$ cat src/rtl/axi4l_pkg.sv
// Shared AXI4-Lite definitions.
//   - Response codes OKAY/EXOKAY/SLVERR/DECERR (BRESP/RRESP encoding).
//   - axi4l_cmd_state_t: state encoding of the command-to-AXI4-Lite master.
package axi4l_pkg;

  localparam logic [1:0] OKAY   = 2'b00;
  localparam logic [1:0] EXOKAY = 2'b01;
  localparam logic [1:0] SLVERR = 2'b10;
  localparam logic [1:0] DECERR = 2'b11;

  typedef enum logic [2:0] {
    ST_IDLE,
    ST_WR,
    ST_WR_RESP,
    ST_RD_ADDR,
    ST_RD_DATA,
    ST_RSP
  } axi4l_cmd_state_t;

endpackage

$ cat src/rtl/axi4l_cmd_master.sv
// Single-outstanding AXI4-Lite master.
// Converts one valid/ready command into one AXI4-Lite read or write and
// returns the outcome on a valid/ready response stream. A non-responding
// slave is turned into a SLVERR response with rsp_timeout set.
//
// Ports:
//   clk, rst                  clock, synchronous active-high reset
//   cmd_valid/ready/write/addr/wdata/wstrb   command stream
//   rsp_valid/ready/rdata/resp/timeout       response stream
//   axi4l_aw*, axi4l_w*, axi4l_b*, axi4l_ar*, axi4l_r*  AXI4-Lite master side
//
// Parameter TIMEOUT: cycles from command acceptance to forced abort
// (0 disables). The AXI valid/ready of the pending channel stays up for
// exactly TIMEOUT cycles; the response appears on the following cycle.
module axi4l_cmd_master
  import axi4l_pkg::*;
#(
  parameter int TIMEOUT = 1024
) (
  input  logic        clk,
  input  logic        rst,
  input  logic        cmd_valid,
  output logic        cmd_ready,
  input  logic        cmd_write,
  input  logic [31:0] cmd_addr,
  input  logic [31:0] cmd_wdata,
  input  logic [3:0]  cmd_wstrb,
  output logic        rsp_valid,
  input  logic        rsp_ready,
  output logic [31:0] rsp_rdata,
  output logic [1:0]  rsp_resp,
  output logic        rsp_timeout,
  output logic [31:0] axi4l_awaddr,
  output logic [2:0]  axi4l_awprot,
  output logic        axi4l_awvalid,
  input  logic        axi4l_awready,
  output logic [31:0] axi4l_wdata,
  output logic [3:0]  axi4l_wstrb,
  output logic        axi4l_wvalid,
  input  logic        axi4l_wready,
  input  logic [1:0]  axi4l_bresp,
  input  logic        axi4l_bvalid,
  output logic        axi4l_bready,
  output logic [31:0] axi4l_araddr,
  output logic [2:0]  axi4l_arprot,
  output logic        axi4l_arvalid,
  input  logic        axi4l_arready,
  input  logic [31:0] axi4l_rdata,
  input  logic [1:0]  axi4l_rresp,
  input  logic        axi4l_rvalid,
  output logic        axi4l_rready
);

  localparam int CNT_W = (TIMEOUT > 0) ? $clog2(TIMEOUT + 1) : 1;
  localparam logic [CNT_W-1:0] CNT_MAX  = CNT_W'(TIMEOUT);
  // Abort fires at the end of the TIMEOUT-th busy cycle (counter is 0 in
  // the first busy cycle).
  localparam logic [CNT_W-1:0] CNT_LAST = (TIMEOUT > 0) ? CNT_W'(TIMEOUT - 1) : '0;

  axi4l_cmd_state_t state, state_nxt;

  logic             aw_done, w_done;
  logic [CNT_W-1:0] cnt;
  logic [31:0]      addr_q, wdata_q;
  logic [3:0]       wstrb_q;

  logic accept, busy, tmo_hit;
  logic aw_hs, w_hs, b_hs, ar_hs, r_hs;

  assign axi4l_awprot = 3'b000;
  assign axi4l_arprot = 3'b000;
  assign axi4l_awaddr = addr_q;
  assign axi4l_araddr = addr_q;
  assign axi4l_wdata  = wdata_q;
  assign axi4l_wstrb  = wstrb_q;

  assign aw_hs = axi4l_awvalid && axi4l_awready;
  assign w_hs  = axi4l_wvalid  && axi4l_wready;
  assign b_hs  = axi4l_bvalid  && axi4l_bready;
  assign ar_hs = axi4l_arvalid && axi4l_arready;
  assign r_hs  = axi4l_rvalid  && axi4l_rready;

  assign accept  = cmd_valid && (state == ST_IDLE);
  assign busy    = (state == ST_WR) || (state == ST_WR_RESP) ||
                   (state == ST_RD_ADDR) || (state == ST_RD_DATA);
  assign tmo_hit = (TIMEOUT != 0) && busy && (cnt == CNT_LAST);

  always_comb begin
    state_nxt     = state;
    cmd_ready     = 1'b0;
    rsp_valid     = 1'b0;
    axi4l_awvalid = 1'b0;
    axi4l_wvalid  = 1'b0;
    axi4l_bready  = 1'b0;
    axi4l_arvalid = 1'b0;
    axi4l_rready  = 1'b0;
    case (state)
      ST_IDLE: begin
        cmd_ready = !rst;
        if (cmd_valid) state_nxt = cmd_write ? ST_WR : ST_RD_ADDR;
      end
      ST_WR: begin
        axi4l_awvalid = !aw_done;
        axi4l_wvalid  = !w_done;
        if (tmo_hit)
          state_nxt = ST_RSP;
        else if ((aw_done || aw_hs) && (w_done || w_hs))
          state_nxt = ST_WR_RESP;
      end
      ST_WR_RESP: begin
        axi4l_bready = 1'b1;
        if (b_hs || tmo_hit) state_nxt = ST_RSP;
      end
      ST_RD_ADDR: begin
        axi4l_arvalid = 1'b1;
        if (tmo_hit)    state_nxt = ST_RSP;
        else if (ar_hs) state_nxt = ST_RD_DATA;
      end
      ST_RD_DATA: begin
        axi4l_rready = 1'b1;
        if (r_hs || tmo_hit) state_nxt = ST_RSP;
      end
      ST_RSP: begin
        rsp_valid = 1'b1;
        if (rsp_ready) state_nxt = ST_IDLE;
      end
      default: state_nxt = ST_IDLE;
    endcase
  end

  always_ff @(posedge clk) begin
    if (rst) begin
      state       <= ST_IDLE;
      aw_done     <= 1'b0;
      w_done      <= 1'b0;
      cnt         <= '0;
      addr_q      <= '0;
      wdata_q     <= '0;
      wstrb_q     <= '0;
      rsp_rdata   <= '0;
      rsp_resp    <= OKAY;
      rsp_timeout <= 1'b0;
    end else begin
      state <= state_nxt;

      if (accept) begin
        addr_q  <= cmd_addr;
        wdata_q <= cmd_wdata;
        wstrb_q <= cmd_wstrb;
        aw_done <= 1'b0;
        w_done  <= 1'b0;
        cnt     <= '0;
      end else if (busy) begin
        if (cnt != CNT_MAX) cnt <= cnt + CNT_W'(1);
        if (aw_hs) aw_done <= 1'b1;
        if (w_hs)  w_done  <= 1'b1;
      end

      // A real B/R handshake takes priority over a coincident timeout.
      if (b_hs) begin
        rsp_rdata   <= '0;
        rsp_resp    <= axi4l_bresp;
        rsp_timeout <= 1'b0;
      end else if (r_hs) begin
        rsp_rdata   <= axi4l_rdata;
        rsp_resp    <= axi4l_rresp;
        rsp_timeout <= 1'b0;
      end else if (tmo_hit) begin
        rsp_rdata   <= '0;
        rsp_resp    <= SLVERR;
        rsp_timeout <= 1'b1;
      end
    end
  end

endmodule

$ cat config.mk
export PLATFORM = sky130hd
export DESIGN_NAME = axi4l_cmd_master
export DESIGN_NICKNAME = d
export VERILOG_FILES = /design/src/rtl/axi4l_pkg.sv /design/src/rtl/axi4l_cmd_master.sv
export SDC_FILE = /design/constraint.sdc
export NUM_CORES = 1
export LEC_CHECK = 0
export ABC_AREA = 0
export CELL_PAD_IN_SITES_DETAIL_PLACEMENT = 1
export CELL_PAD_IN_SITES_GLOBAL_PLACEMENT = 1
export CORE_MARGIN = 2
export CORE_UTILIZATION = 24
export DETAILED_ROUTE_END_ITERATION = 7
export PLACE_DENSITY = 0.72
export SETUP_SLACK_MARGIN = 0.4
export SLEW_MARGIN = 20
export SYNTH_ARGS = -nofsm -noshare
export SYNTH_HDL_FRONTEND = slang
export SYNTH_SLANG_ARGS = --single-unit
$ cat constraint.sdc
create_clock -name clk -period 2.15 [get_ports clk]
set_input_delay 0.43 -clock clk [delete_from_list [all_inputs] [get_ports clk]]
set_output_delay 0.43 -clock clk [all_outputs]
set_load 0.005 [all_outputs]
==> impl_metrics.json <==
{
  "avgViaCountPerCell": 4.564,
  "io_pins": 262,
  "rows": 53,
  "first_iter_violations": 124,
  "antenna_found_initial": 0,
  "gr-usage-met1_pct": 19.16,
  "finalPower_mw": 9.934,
  "yosys_warnings": 0,
  "relSlewSlack_pct": 60.11,
  "cp.arrival_ns": 2.14,
  "finalSetupViolCount": 0,
  "synthTopCellsByCount": "175 x nand2_1, 119 x dfxtp_1, 112 x a21oi_1, 40 x buf_4",
  "syn-mean-instance-area_um2": 7.791,
  "worstPathRequired_ns": 2.49,
  "routabilityCongestion": 0.7201,
  "synth_ff_type": "dfxtp_1",
  "dr_total_vias": 5431,
  "ys_top_cells_by_area": "dfxtp_1 47%, nand2_1 13%, a21oi_1 11%",
  "peakVddDrop_mv": 0.5146,
  "die_h_um": 149.5,
  "grt_util_met3_pct": 5.793,
  "routed_wl_mm": 20.88,
  "die_area_um2": 22350,
  "synth.yosys.seq_area_share_pct": 46.90,
  "cts.clk_slew.worst_paths_ns": 0.06,
  "path_class": "flop to flop",
  "grt.busiest_layer": "met2",
  "clk_latency_ns": 0.41,
  "power_density_nw_per_um2": 1061,
  "core_area_um2": 20890,
  "fin_tns_setup_ns": 0,
  "hold_buffers": 0,
  "synth_cell_types": 49,
  "first_pass_iters": 4,
  "dp_hpwl_mm": 12.30,
  "synth_area_um2": 5080,
  "wl_per_cell_um": 17.54,
  "grtUsageTotal_pct": 15.89,
  "final-hold-violation-count": 0,
  "rsz0062_at_grt": "yes",
  "startpoint_type": "flop",
  "grt_pass1_vias": 5084,
  "fmax_mhz": 556.8,
  "synth_edf_count": 0,
  "fin_crit_sh_pct": 83.53,
  "fin_skew_ns": 0.006955,
  "portBuffers": 255,
  "n_antenna_cell": 0,
  "synth_area_leader_cell": "dfxtp_1",
  "ys_seq_elements": 119,
  "cp-end-kind": "flop",
  "dp_cells": 1121,
  "place_ws_ns": 0.2181,
  "syn2layout_area_growth_pct": 84.29,
  "layout.nets": 1018,
  "clk_path_buf_depth": 2,
  "ys_async_sr_fraction_pct": 0,
  "dieWidth_um": 149.5,
  "cts_tree": "built",
  "fillers": 2392,
  "drive_above_1_share_pct": 22.19,
  "instances_no_fill": 1190,
  "period_needed_ns": 1.796,
  "cts_made_buffers": 17,
  "crit_fanout": 8,
  "cts_max_level": 4,
  "p_leak_nw": 4.108,
  "grt_max_degree": 70,
  "synth_cells": 652,
  "hold_class": "flop to flop",
  "slew_viol_final": 0,
  "cap_violations": 0,
  "gr-total-overflow": 0,
  "antenna_left": 0,
  "synth_top_area_share_pct": 46.90,
  "worstMarginPinSlew_ns": 0.5983,
  "cts_root_buffer": "clkbuf_16",
  "worst_slack_ns": 0.3540,
  "synth.most_common_cell": "nand2_1",
  "cts.sinks": 119,
  "grtUsageMet2_pct": 26.26,
  "drc_errors": 0,
  "grt_pass1_wl_mm": 27.80,
  "initial_core_util_pct": 24.32,
  "status": "complete, no violations"
}
[critical path, cell delays in order, from the launching register on]
cell and delay (ns):
dfxtp_4 0.36, buf_12 0.13, buf_8 0.12, nor3_4 0.29, and2_4 0.30, buf_12 0.16, clkbuf_16 0.18, nand2_1 0.06
a21oi_1 0.11
[flip-flops by register name, indices dropped and copies added, names as in the netlist]
| register | flops |
|---|---|
| axi4l_wdata | 32 |
| cnt | 11 |
| axi4l_wstrb | 4 |
| w_done | 1 |
| axi4l_araddr | 32 |
| rsp_timeout | 1 |
| aw_done | 1 |
| rsp_resp | 2 |
| state | 3 |
| rsp_rdata | 32 |
[through the flow]
step                      utilization, %  area (µm²)  hold slack [ns]
after floorplan                        -        5099           0.4527
after global placement             36.95        7719           0.4425
after detailed placement           36.95        7719           0.4473
after CTS                          41.03        8571           0.4563
after global routing               44.82        9361           0.4752
final                              44.82        9361           0.4513
[final cells by class]
| cell class | instances | area [µm²] | share of cell area, % |
|---|---|---|---|
| Multi-Input combinational cell | 447 | 2552 | 27.27 |
| Clock buffer | 17 | 425.4 | 4.544 |
| Clock inverter | 15 | 240.2 | 2.566 |
| Tap cell | 275 | 344.1 | 3.675 |
| Sequential cell | 119 | 2439 | 26.05 |
| Timing Repair Buffer | 309 | 3328 | 35.55 |
| Inverter | 8 | 32.53 | 0.3475 |
[kinds of logic after synthesis]
group	count (synthesis)	synth area share (%)
flops	119	46.90
other cells	1	0.07382
compound gates	165	17.22
buf+inv	92	10.15
mux	2	0.3941
simple gates	266	23.92
xor+xnor	5	0.8620
fa+ha+maj	2	0.4925
[report_power, final]
| group | internal, mW | switching [mW] |
|---|---|---|
| registers | 2.55 | 0.219 |
| logic | 2.05 | 1.86 |
| clock network | 2.09 | 1.16 |
[worst paths after layout]
| path | start | endpoint | slack, ns | depth (start not counted) |
|---|---|---|---|---|
| setup / recovery | state[1]$_SDFFE_PP0P_ | axi4l_wdata[4]$_SDFFE_PP0P_ | 0.35 | 8 |
| hold / removal | axi4l_wdata[7]$_SDFFE_PP0P_ | axi4l_wdata[7]$_SDFFE_PP0P_ | 0.45 | 2 |
| setup reg to reg | state[1]$_SDFFE_PP0P_ | axi4l_wdata[4]$_SDFFE_PP0P_ | 0.35 | 8 |
| hold reg to reg | axi4l_wdata[7]$_SDFFE_PP0P_ | axi4l_wdata[7]$_SDFFE_PP0P_ | 0.45 | 2 |
[placed cells by master (no fill, tap or decap), types with 8 or more instances in the layout]
cell type	count
a21oi_1	81
a21oi_2	32
buf_12	10
buf_4	24
buf_6	10
clkbuf_16	23
clkdlybuf4s50_1	200
dfxtp_1	88
dfxtp_2	24
dlygate4sd2_1	8
dlymetal6s2s_1	39
nand2_1	152
nand2_2	9
nand2_4	14
nor2_1	11
nor2b_1	32
o21ai_0	21
o21ai_1	17
[what timing repair did]
item | in CTS | in global routing
pin swaps | 7 | 44
setup endpoints to repair | 86 | 183
setup buffers | 13 | 12
gates cloned | 1 | 11
resized for setup | 67 | 166
[metal layers]
metal	routed length, µm	up-vias
met2	10160	200
li1	-	2635
met1	8768	2582
met3	1748	14
met5	0	-
met4	195	0
No activity file was read; power rests on OpenSTA's default activity.
